==> src/rtl/des_key_schedule_if.sv <==
// des_key_schedule_if: start/key request and subkey valid/ready stream of the DES key schedule.
interface des_key_schedule_if;
    logic        start;
    logic        e;
    logic [55:0] key;
    logic        busy;
    logic        subkey_valid;
    logic        subkey_ready;
    logic [47:0] subkey;
    logic [3:0]  round;
    logic        done;

    modport master (
        output start, e, key, subkey_ready,
        input  busy, subkey_valid, subkey, round, done
    );

    modport slave (
        input  start, e, key, subkey_ready,
        output busy, subkey_valid, subkey, round, done
    );
endinterface

==> src/rtl/des_key_schedule.sv <==
// des_key_schedule: issues the 16 DES round subkeys, one per valid/ready transfer, in encrypt or decrypt order.
module des_key_schedule (
    input  logic              clk,
    input  logic              rst_n,
    des_key_schedule_if.slave ks
);
    typedef enum logic [1:0] {IDLE, RUN, FIN} state_t;

    // bit i set when encrypt round i rotates by two instead of one
    localparam logic [15:0] two_shift = 16'h7efc;
    localparam logic [5:0] pc2_tab [48] = '{
        14, 17, 11, 24,  1,  5,  3, 28, 15,  6, 21, 10,
        23, 19, 12,  4, 26,  8, 16,  7, 27, 20, 13,  2,
        41, 52, 31, 37, 47, 55, 30, 40, 51, 45, 33, 48,
        44, 49, 39, 56, 34, 53, 46, 42, 50, 36, 29, 32
    };

    state_t      state, state_nxt;
    logic [27:0] c, d, c_nxt, d_nxt;
    logic [47:0] subkey;
    logic [3:0]  round, round_nxt, r_nxt;
    logic        mode, accept, last, load;

    function automatic logic [27:0] rotl(input logic [27:0] x, input logic two);
        return two ? {x[25:0], x[27:26]} : {x[26:0], x[27]};
    endfunction

    function automatic logic [27:0] rotr(input logic [27:0] x, input logic two);
        return two ? {x[1:0], x[27:2]} : {x[0], x[27:1]};
    endfunction

    function automatic logic [47:0] pc2(input logic [55:0] cd);
        logic [47:0] y;
        y = '0;
        for (int j = 0; j < 48; j++) y[47 - j] = cd[6'd56 - pc2_tab[j]];
        return y;
    endfunction

    assign accept = state == IDLE && ks.start;
    assign last   = round == 4'd15;
    assign r_nxt  = round + 4'd1;

    always_comb begin
        state_nxt       = state;
        c_nxt           = c;
        d_nxt           = d;
        round_nxt       = round;
        load            = 1'b0;
        ks.busy         = state == RUN;
        ks.subkey_valid = state == RUN;
        ks.done         = state == FIN;
        if (accept) begin
            state_nxt = RUN;
            c_nxt     = ks.e ? rotl(ks.key[55:28], 1'b0) : ks.key[55:28];
            d_nxt     = ks.e ? rotl(ks.key[27:0], 1'b0) : ks.key[27:0];
            round_nxt = '0;
            load      = 1'b1;
        end else if (state == RUN && ks.subkey_ready) begin
            // the decrypt step after the last subkey undoes the one-bit offset so C/D ends on the loaded key
            state_nxt = last ? FIN : RUN;
            c_nxt     = mode ? (last ? c : rotl(c, two_shift[r_nxt])) : rotr(c, two_shift[4'd0 - r_nxt]);
            d_nxt     = mode ? (last ? d : rotl(d, two_shift[r_nxt])) : rotr(d, two_shift[4'd0 - r_nxt]);
            round_nxt = r_nxt;
            load      = !last;
        end else if (state == FIN) begin
            state_nxt = IDLE;
        end
    end

    always_ff @(posedge clk or negedge rst_n) begin
        if (!rst_n)
            state <= IDLE;
        else
            state <= state_nxt;
    end

    always_ff @(posedge clk or negedge rst_n) begin
        if (!rst_n) begin
            c      <= '0;
            d      <= '0;
            round  <= '0;
            mode   <= 1'b0;
            subkey <= '0;
        end else begin
            c     <= c_nxt;
            d     <= d_nxt;
            round <= round_nxt;
            if (accept) mode <= ks.e;
            if (load) subkey <= pc2({c_nxt, d_nxt});
        end
    end

    assign ks.subkey = subkey;
    assign ks.round  = round;
endmodule

==> src/flat_wrapper.sv <==
// flat-port wrapper written by rule: the top's interface ports become plain ports
module des_key_schedule_flat 
  (clk, rst_n, ks_start, ks_e, ks_key, ks_subkey_ready, ks_busy, ks_subkey_valid, ks_subkey, ks_round, ks_done);
  des_key_schedule_if ks_i ();
  input  logic clk;
  input  logic rst_n;
  input wire logic [$bits(ks_i.start)-1:0] ks_start;
  input wire logic [$bits(ks_i.e)-1:0] ks_e;
  input wire logic [$bits(ks_i.key)-1:0] ks_key;
  input wire logic [$bits(ks_i.subkey_ready)-1:0] ks_subkey_ready;
  output wire logic [$bits(ks_i.busy)-1:0] ks_busy;
  output wire logic [$bits(ks_i.subkey_valid)-1:0] ks_subkey_valid;
  output wire logic [$bits(ks_i.subkey)-1:0] ks_subkey;
  output wire logic [$bits(ks_i.round)-1:0] ks_round;
  output wire logic [$bits(ks_i.done)-1:0] ks_done;
  assign ks_i.start = ks_start;
  assign ks_i.e = ks_e;
  assign ks_i.key = ks_key;
  assign ks_i.subkey_ready = ks_subkey_ready;
  assign ks_busy = ks_i.busy;
  assign ks_subkey_valid = ks_i.subkey_valid;
  assign ks_subkey = ks_i.subkey;
  assign ks_round = ks_i.round;
  assign ks_done = ks_i.done;
  des_key_schedule u_core (.clk(clk), .rst_n(rst_n), .ks(ks_i));
endmodule
==> config.mk <==
export PLATFORM = sky130hd
export DESIGN_NAME = des_key_schedule_flat
export DESIGN_NICKNAME = d
export VERILOG_FILES = /design/src/rtl/des_key_schedule_if.sv /design/src/rtl/des_key_schedule.sv /design/src/flat_wrapper.sv
export SDC_FILE = /design/constraint.sdc
export NUM_CORES = 1
export LEC_CHECK = 0
export BUFFER_PORTS_ARGS = -buffer_cell sky130_fd_sc_hd__buf_4
export CAP_MARGIN = 20
export CORE_MARGIN = 2
export CORE_UTILIZATION = 40
export DETAILED_ROUTE_END_ITERATION = 10
export GPL_ROUTABILITY_DRIVEN = 1
export RECOVER_POWER = 100
export SYNTH_ARGS = -nofsm -noshare
export SYNTH_HDL_FRONTEND = slang
export SYNTH_SLANG_ARGS = --single-unit
==> constraint.sdc <==
create_clock -name clk -period 3.74 [get_ports clk]
set_input_delay 0 -clock clk [delete_from_list [all_inputs] [get_ports clk]]
set_output_delay 0 -clock clk [all_outputs]
set_load 0.005 [all_outputs]
Word level (Yosys, flattened, before mapping)
Memory sizes are Yosys's and may differ from the RTL's.
Cells that the tools add are included.
{ "word_totals": {"n_memories": 2, "mem_bits_ro": 32, "elab_cells": 49, "register_bits": 111, "input_bits": 61, "output_inout_bits": 55} }
{ "mem_list": {"columns": ["memory", "depth", "word_bits", "rd", "rd_ports_with_merged_regs", "write_ports", "line_no", "rtl"], "rows": [
  ["(name not given)", 16, 1, 1, 0, 0, "des_key_schedule.sv:61", "c_nxt = mode ? (last ? c : rotl(c, two_shift[r_nxt])) : rotr(c, two_shift[4'd0 - r_nxt]);"],
  ["(name not given)", 16, 1, 1, 0, 0, "des_key_schedule.sv:61", null]
]} }
{ "op_classes": {"n_reduce_logical": 7, "mux": 24, "order_cmp": 2, "add_sub_neg": 2, "eq_ne": 4} }
{ "op_table": {"columns": ["op", "count"], "rows": [
  ["28-bit 2-to-1 mux", 14],
  ["4-bit by 5-bit less-than comparator with 1-bit output (second input constant)", 2],
  ["2-bit 2-to-1 mux", 4],
  ["4-bit 2-to-1 mux", 2],
  ["4-bit by 1-bit adder with 4-bit output (second input constant)", 1],
  ["4-bit == test (second input constant)", 1],
  ["1-bit 2-to-1 mux", 4],
  ["1-bit by 4-bit subtractor with 4-bit output (first input constant)", 1],
  ["3-bit != test (second input constant)", 1],
  ["3-bit nonzero test", 1],
  ["2-bit by 1-bit == test with 1-bit output (second input constant)", 1],
  ["2-bit == test (second input constant)", 1],
  ["1-bit logical AND", 2],
  ["2-bit zero test", 1],
  ["2-bit AND reduction", 1],
  ["2-bit nonzero test", 1],
  ["1-bit zero test", 1]
]} }

Longest topological paths before layout
{ "depth": {"depth_word": 8, "depth_mapped": 11, "ltp_nobuf": 8} }

Worst setup path before layout
OpenSTA, ideal clock, no wires.
{ "synth_timing": {"kind": "register to register", "from": "reg u_core.round[0], in the netlist u_core.ks.round[0]", "to": "reg u_core.c[3]", "period_less_slack_ns": 2.611, "path_buffers": 2, "t_arrival_ns": 2.485, "path_stages_with_launch": 10, "required_ns": 3.614, "path_slack_ns": 1.129, "path_cell_list": "dfrtp_1 -> inv_1 -> ha_1 -> mux2_1 -> or4_1 -> nand4_2 -> buf_12 -> buf_12 -> mux2_1 -> o32a_1"} }
{ "synth_between": {"elab_chain_len": 8, "word_cells_on_any_way": 15, "classes_between": "add/sub (2); eq/ne (2); mux (8); reduce/logical (1); memory (2)"} }
{ "synth_rtl": {"columns": ["item", "line_no", "rtl"], "rows": [
  ["start, declared", "des_key_schedule.sv:21", "logic [3:0] round, round_nxt, r_nxt;"],
  ["start signal, assigned", "des_key_schedule.sv:87", "round <= round_nxt;"],
  ["4-bit by 1-bit adder with 4-bit output", "des_key_schedule.sv:41", "assign r_nxt = round + 4'd1;"],
  ["1-bit by 4-bit subtractor with 4-bit output / memory read 16 x 1 bit (equally long branches)", null, null],
  ["memory read 16 x 1 bit / 1-bit 2-to-1 mux (equally long branches)", null, null],
  ["1-bit 2-to-1 mux (not written as such) / 28-bit 2-to-1 mux (equally long branches)", "des_key_schedule.sv:61, des_key_schedule.sv:25", null],
  ["28-bit 2-to-1 mux, on equally long branches", "des_key_schedule.sv:29, des_key_schedule.sv:61", null],
  ["28-bit 2-to-1 mux", "des_key_schedule.sv:61", null],
  ["28-bit 2-to-1 mux", "des_key_schedule.sv:58", "end else if (state == RUN && ks.subkey_ready) begin"],
  ["28-bit 2-to-1 mux", "des_key_schedule.sv:52", "if (accept) begin"],
  ["end signal, assigned", "des_key_schedule.sv:85", "c <= c_nxt;"],
  ["end, declared", "des_key_schedule.sv:19", "logic [27:0] c, d, c_nxt, d_nxt;"]
]} }
Several ways; a longest one is shown, not always the timed one. The select of a mux whose other input is x is not followed.
A chain may end at the register's enable or synchronous reset.

Final worst setup path
{ "layout_timing": {"from": "reg u_core.round[0], in the netlist u_core.ks.round[0]", "to": "reg u_core.subkey[19], in the netlist u_core.ks.subkey[19]"} }
{ "layout_between": {"elab_chain_len": 8, "word_cells_on_any_way": 16, "classes_between": "add/sub (2); eq/ne (1); mux (10); reduce/logical (1); memory (2)"} }
{ "layout_rtl": {"columns": ["item", "line_no", "rtl"], "rows": [
  ["4-bit by 1-bit adder with 4-bit output", "des_key_schedule.sv:41", null],
  ["1-bit by 4-bit subtractor with 4-bit output / memory read 16 x 1 bit (equally long branches)", null, null],
  ["memory read 16 x 1 bit / 1-bit 2-to-1 mux (equally long branches)", null, null],
  ["1-bit 2-to-1 mux / 28-bit 2-to-1 mux (equally long branches)", null, null],
  ["28-bit 2-to-1 mux, on equally long branches", "des_key_schedule.sv:29, des_key_schedule.sv:62", null],
  ["28-bit 2-to-1 mux", "des_key_schedule.sv:62", "d_nxt = mode ? (last ? d : rotl(d, two_shift[r_nxt])) : rotr(d, two_shift[4'd0 - r_nxt]);"],
  ["28-bit 2-to-1 mux", "des_key_schedule.sv:58", null],
  ["28-bit 2-to-1 mux", "des_key_schedule.sv:52", null],
  ["end signal, assigned", "des_key_schedule.sv:89", "if (load) subkey <= pc2({c_nxt, d_nxt});"],
  ["end, declared", "des_key_schedule.sv:20", "logic [47:0] subkey;"]
]} }
Several ways; a longest one is shown, not always the timed one. The select of a mux whose other input is x is not followed.

==> impl_metrics.csv <==
group,metric,value,unit
worst_setup_path,reg2reg_from,"u_core.ks.round[0]$_DFFE_PN0P_",
yosys,postSynth.asyncResetShare,1.000,
global_routing,grt-ovfl-total,0,
yosys,muxShareOfSynthArea,0.2209,
finish,layout.core_utilization,0.4929,
yosys,syn-instance-count,836,
finish,antenna-diode-count,0,
outcome,violations_in_the_final_reports,"capacitance limit, slew limit",
place,place.port_buffers,115,
sta,timing.setup.tns,0,ns
global_routing,largest_net_degree_at_the_start_of_global_routing,69,
yosys,syn-num-nets,900,
yosys,simple_gate_fraction_of_synth_area,0.1349,
sta,max-slew-margin-rel,-0.2406,
worst_setup_path,critPathArrivalTime,3.63,ns
place,post-dp-hpwl,15910,um
worst_setup_path,timing.reg2reg.setup_slack,0.36,ns
worst_setup_path,crit_fanout,23,
finish,drive_above_1_share,0.1785,
clock_network,clock_tree.root_cell,"sky130_fd_sc_hd__clkbuf_16",
sta,post_route_clock_skew,0.01134,ns
hold_path,hold_end,"u_core.ks.subkey[37]$_DFFE_PN0P_",
yosys,synth_seq_cells,111,
route,detailedRoute.firstIterationViolations,602,
clock_network,cts.repair_timing.setup_buffer_count,0,
route,postRouteWirelength,25100,um
worst_setup_path,worst_path_dominant_cell_family,"simple AND/OR/NAND/NOR gates",
worst_setup_path,critical_path.cell_chain,"ha_1 -> mux2_1 -> or4_1 -> nand4_4 -> clkbuf_2 -> mux2i_1 -> o221ai_1 -> o221a_1",
worst_setup_path,setup.worst_path.end_class,"flip-flop",
route,route.detailed.vias_per_inst,6.048,
clock_network,clock_latency,0.37,ns
worst_setup_path,cp_slowest_cell,"sky130_fd_sc_hd__or4_1",
route,routed_wire_length_per_instance,20.90,um
sta,layout_min_cycle_time,3.378,ns
yosys,yosysUniqueCellTypes,47,
yosys,avgSynthCellArea,9.297,um2
hold_path,worstHoldStart,"ks_key[34]",
route,detailed_routing_iterations_pass_1,5,
sta,fin_crit_sh,0.9033,
sta,max_slew.worst_pin.slew,1.861,ns
route,routed-via-count,7264,
floorplan,placement_rows,50,
floorplan,die_width,143.4,um
yosys,yosysSeqAreaShare,0.3574,
yosys,synth-compound-area-share,0.2259,
yosys,largest_family_of_logic_cells_by_synthesized_area,"compound AO/OA/AOI/OAI gates",
floorplan,core_area,18890,um2
worst_setup_path,r2r_end,"u_core.ks.subkey[19]$_DFFE_PN0P_",
sta,unrepaired_setup_endpoints_after_global_routing,"no",
global_routing,grt_util_all_layers,0.2477,
sta,finalSetupViolations,0,
yosys,post-synth-top-count-cell,"sky130_fd_sc_hd__mux2i_1",
sta,max_clock_freq,296.0,MHz
place,weighted_congestion_at_the_end_of_routability_driven_global_placement,0.8517,
hold_path,min_path_type,"in2reg",
power_and_ir_drop,leakage_power,0.004054,uW
yosys,leading_post_synthesis_cells_by_cell_area,"sky130_fd_sc_hd__dfrtp_1, sky130_fd_sc_hd__mux2i_1, sky130_fd_sc_hd__nand2_1, sky130_fd_sc_hd__nor2_1, sky130_fd_sc_hd__o221ai_1",
yosys,synth_adder_area_share,0.004829,
clock_network,clock_sink_count,111,
floorplan,pin_count,116,
worst_setup_path,critical_path_buf_inv_count,1,
sta,timing.final.max_slew_violations,121,
worst_setup_path,r2r_cells,8,
yosys,number_of_flops_mapped_to_enable_cells_by_yosys,0,
yosys,synth-main-ff-cell,"sky130_fd_sc_hd__dfrtp_1",
clock_network,ctsHtreeMaxLevel,3,
worst_setup_path,path_class,"reg2reg",
job,max_cap_viol_count,3,
route,detail-route-antenna-nets,0,
outcome,status,"complete, but fails checks",
power_and_ir_drop,power_per_cell_area,999.3,nW/um2
worst_setup_path,critical_path.startpoint_type,"flip-flop",
floorplan,dieArea,20560,um2
global_routing,grt_pass1_wl,39740,um
finish,design.final.nets,1002,
clock_network,cts-buffers-inserted,9,
global_routing,antenna_violations_before_repair,0,
clock_network,clk_pin_slew,0.07,ns
hold_path,whs_path_depth,3,
floorplan,initial_core_util,0.4114,
sta,finalHoldViolations,0,
yosys,synth.cell_area,7772,um2
global_routing,first_global_vias,6969,
power_and_ir_drop,max-vdd-ir-drop,0.6251,mV
yosys,synth_area_leader_cell,"sky130_fd_sc_hd__dfrtp_1",
finish,area_delta_synth_final,19.82,%
clock_network,tritoncts_clock_tree,"yes",
yosys,synth_xor_xnor_area_share,0.002254,
floorplan,chipHeight,143.4,um
yosys,share_of_yosys_cell_area_claimed_by_the_top_area_cell_type,0.3574,
yosys,yosysWarningCount,0,
sta,hold_ws,0.004659,ns
route,drc,0,
worst_setup_path,max_stage_delay,0.55,ns
worst_setup_path,data_required_time_at_the_worst_endpoint,3.99,ns
yosys,synth_commonest_cells,"sky130_fd_sc_hd__mux2i_1, sky130_fd_sc_hd__dfrtp_1, sky130_fd_sc_hd__nand2_1",
clock_network,cts_max_path_buffers,2,
-- cells in the final DEF (no fill, tap or decap), drive strengths merged, types with 28 or more instances in the layout --
cell and instances:
a21oi 28, buf 79, clkbuf 73, dfrtp 111, dlygate4sd3 33, mux2i 149, nand2 78, nand2b 35
nor2 77, o21ai 51, o22ai 29
-- worst max-delay path by stage --
stage                                   startpoint                                to  slack, ns  depth (start not counted)
floorplan           u_core.ks.round[0]$_DFFE_PN0P_           u_core.c[3]$_DFFE_PN0P_       1.13                          9
global placement    u_core.ks.round[0]$_DFFE_PN0P_             u_core.d[4]$_DFF_PN0_       0.57                          9
detailed placement  u_core.ks.round[0]$_DFFE_PN0P_             u_core.d[3]$_DFF_PN0_       0.51                          9
CTS                 u_core.ks.round[0]$_DFFE_PN0P_             u_core.d[3]$_DFF_PN0_       0.47                          9
global route        u_core.ks.round[0]$_DFFE_PN0P_             u_core.d[3]$_DFF_PN0_       0.11                          8
finish              u_core.ks.round[0]$_DFFE_PN0P_  u_core.ks.subkey[19]$_DFFE_PN0P_       0.36                          8
-- stage by stage --
stage	power (uW)	instance area, um2	worst slack (ns)	cells
final	9307	9313	0.3615	1201
after global routing	9996	9313	0.1084	1201
after CTS	9416	9392	0.4743	1201
after detailed placement	8369	8781	0.5071	1154
after global placement	8336	8781	0.5721	1154
after floorplan	6918	7772	1.129	836
-- sequential cells by signal, summed over array words and instances (netlist names) --
register	cells
u_core.c	28
u_core.mode	1
u_core.state	2
u_core.ks.subkey	48
u_core.ks.round	4
u_core.d	28
-- tightest hold or removal path, stage by stage --
cell                      delay (ns)
sky130_fd_sc_hd__buf_4          0.08
sky130_fd_sc_hd__mux2i_1        0.08
sky130_fd_sc_hd__o22ai_1        0.15
-- cell type report --
cell class,count,area [um2]
Fill cell,1848,9580
Clock buffer,13,250.2
Multi-Input combinational cell,642,4569
Sequential cell,111,2778
Timing Repair Buffer,172,1353
Clock inverter,1,30.03
Tap cell,260,325.3
Inverter,2,7.507
-- cells by family (layout without fill, tap and decap cells) --
family,Yosys count,after routing
and+or+nand+nor,233,233
DFF,111,111
adders and majority gates,3,3
buffers and inverters,83,188
xor gates and xnor gates,2,2
muxes,169,169
AOI/OAI and AO/OA,235,235
-- report_power, final --
group | leakage [uW] | internal [uW] | switching (uW)
Clock | 0.000136 | 533 | 449
Sequential | 0.00125 | 1810 | 713
Combinational | 0.00266 | 2680 | 3120
Total | 0.00405 | 5020 | 4280
-- repair_timing --
item                                    in CTS  in global routing
hold buffers                                33                  0
gates resized for setup                      0                  0
endpoints found under the setup margin       0                  0
hold endpoints to repair                    88                  0
-- layer usage --
layer / GRT usage / share of wire / routed length, um / vias up
li1: - / - / - / 3358
met1: 0.3655 / 0.48 / 11950 / 3592
met2: 0.3749 / 0.44 / 11110 / 290
met3: 0.03266 / 0.063 / 1581 / 24
met4: 0.07998 / 0.019 / 467 / 0
met5: 0 / 0 / 0 / -
(Power assumes the default switching activity.)
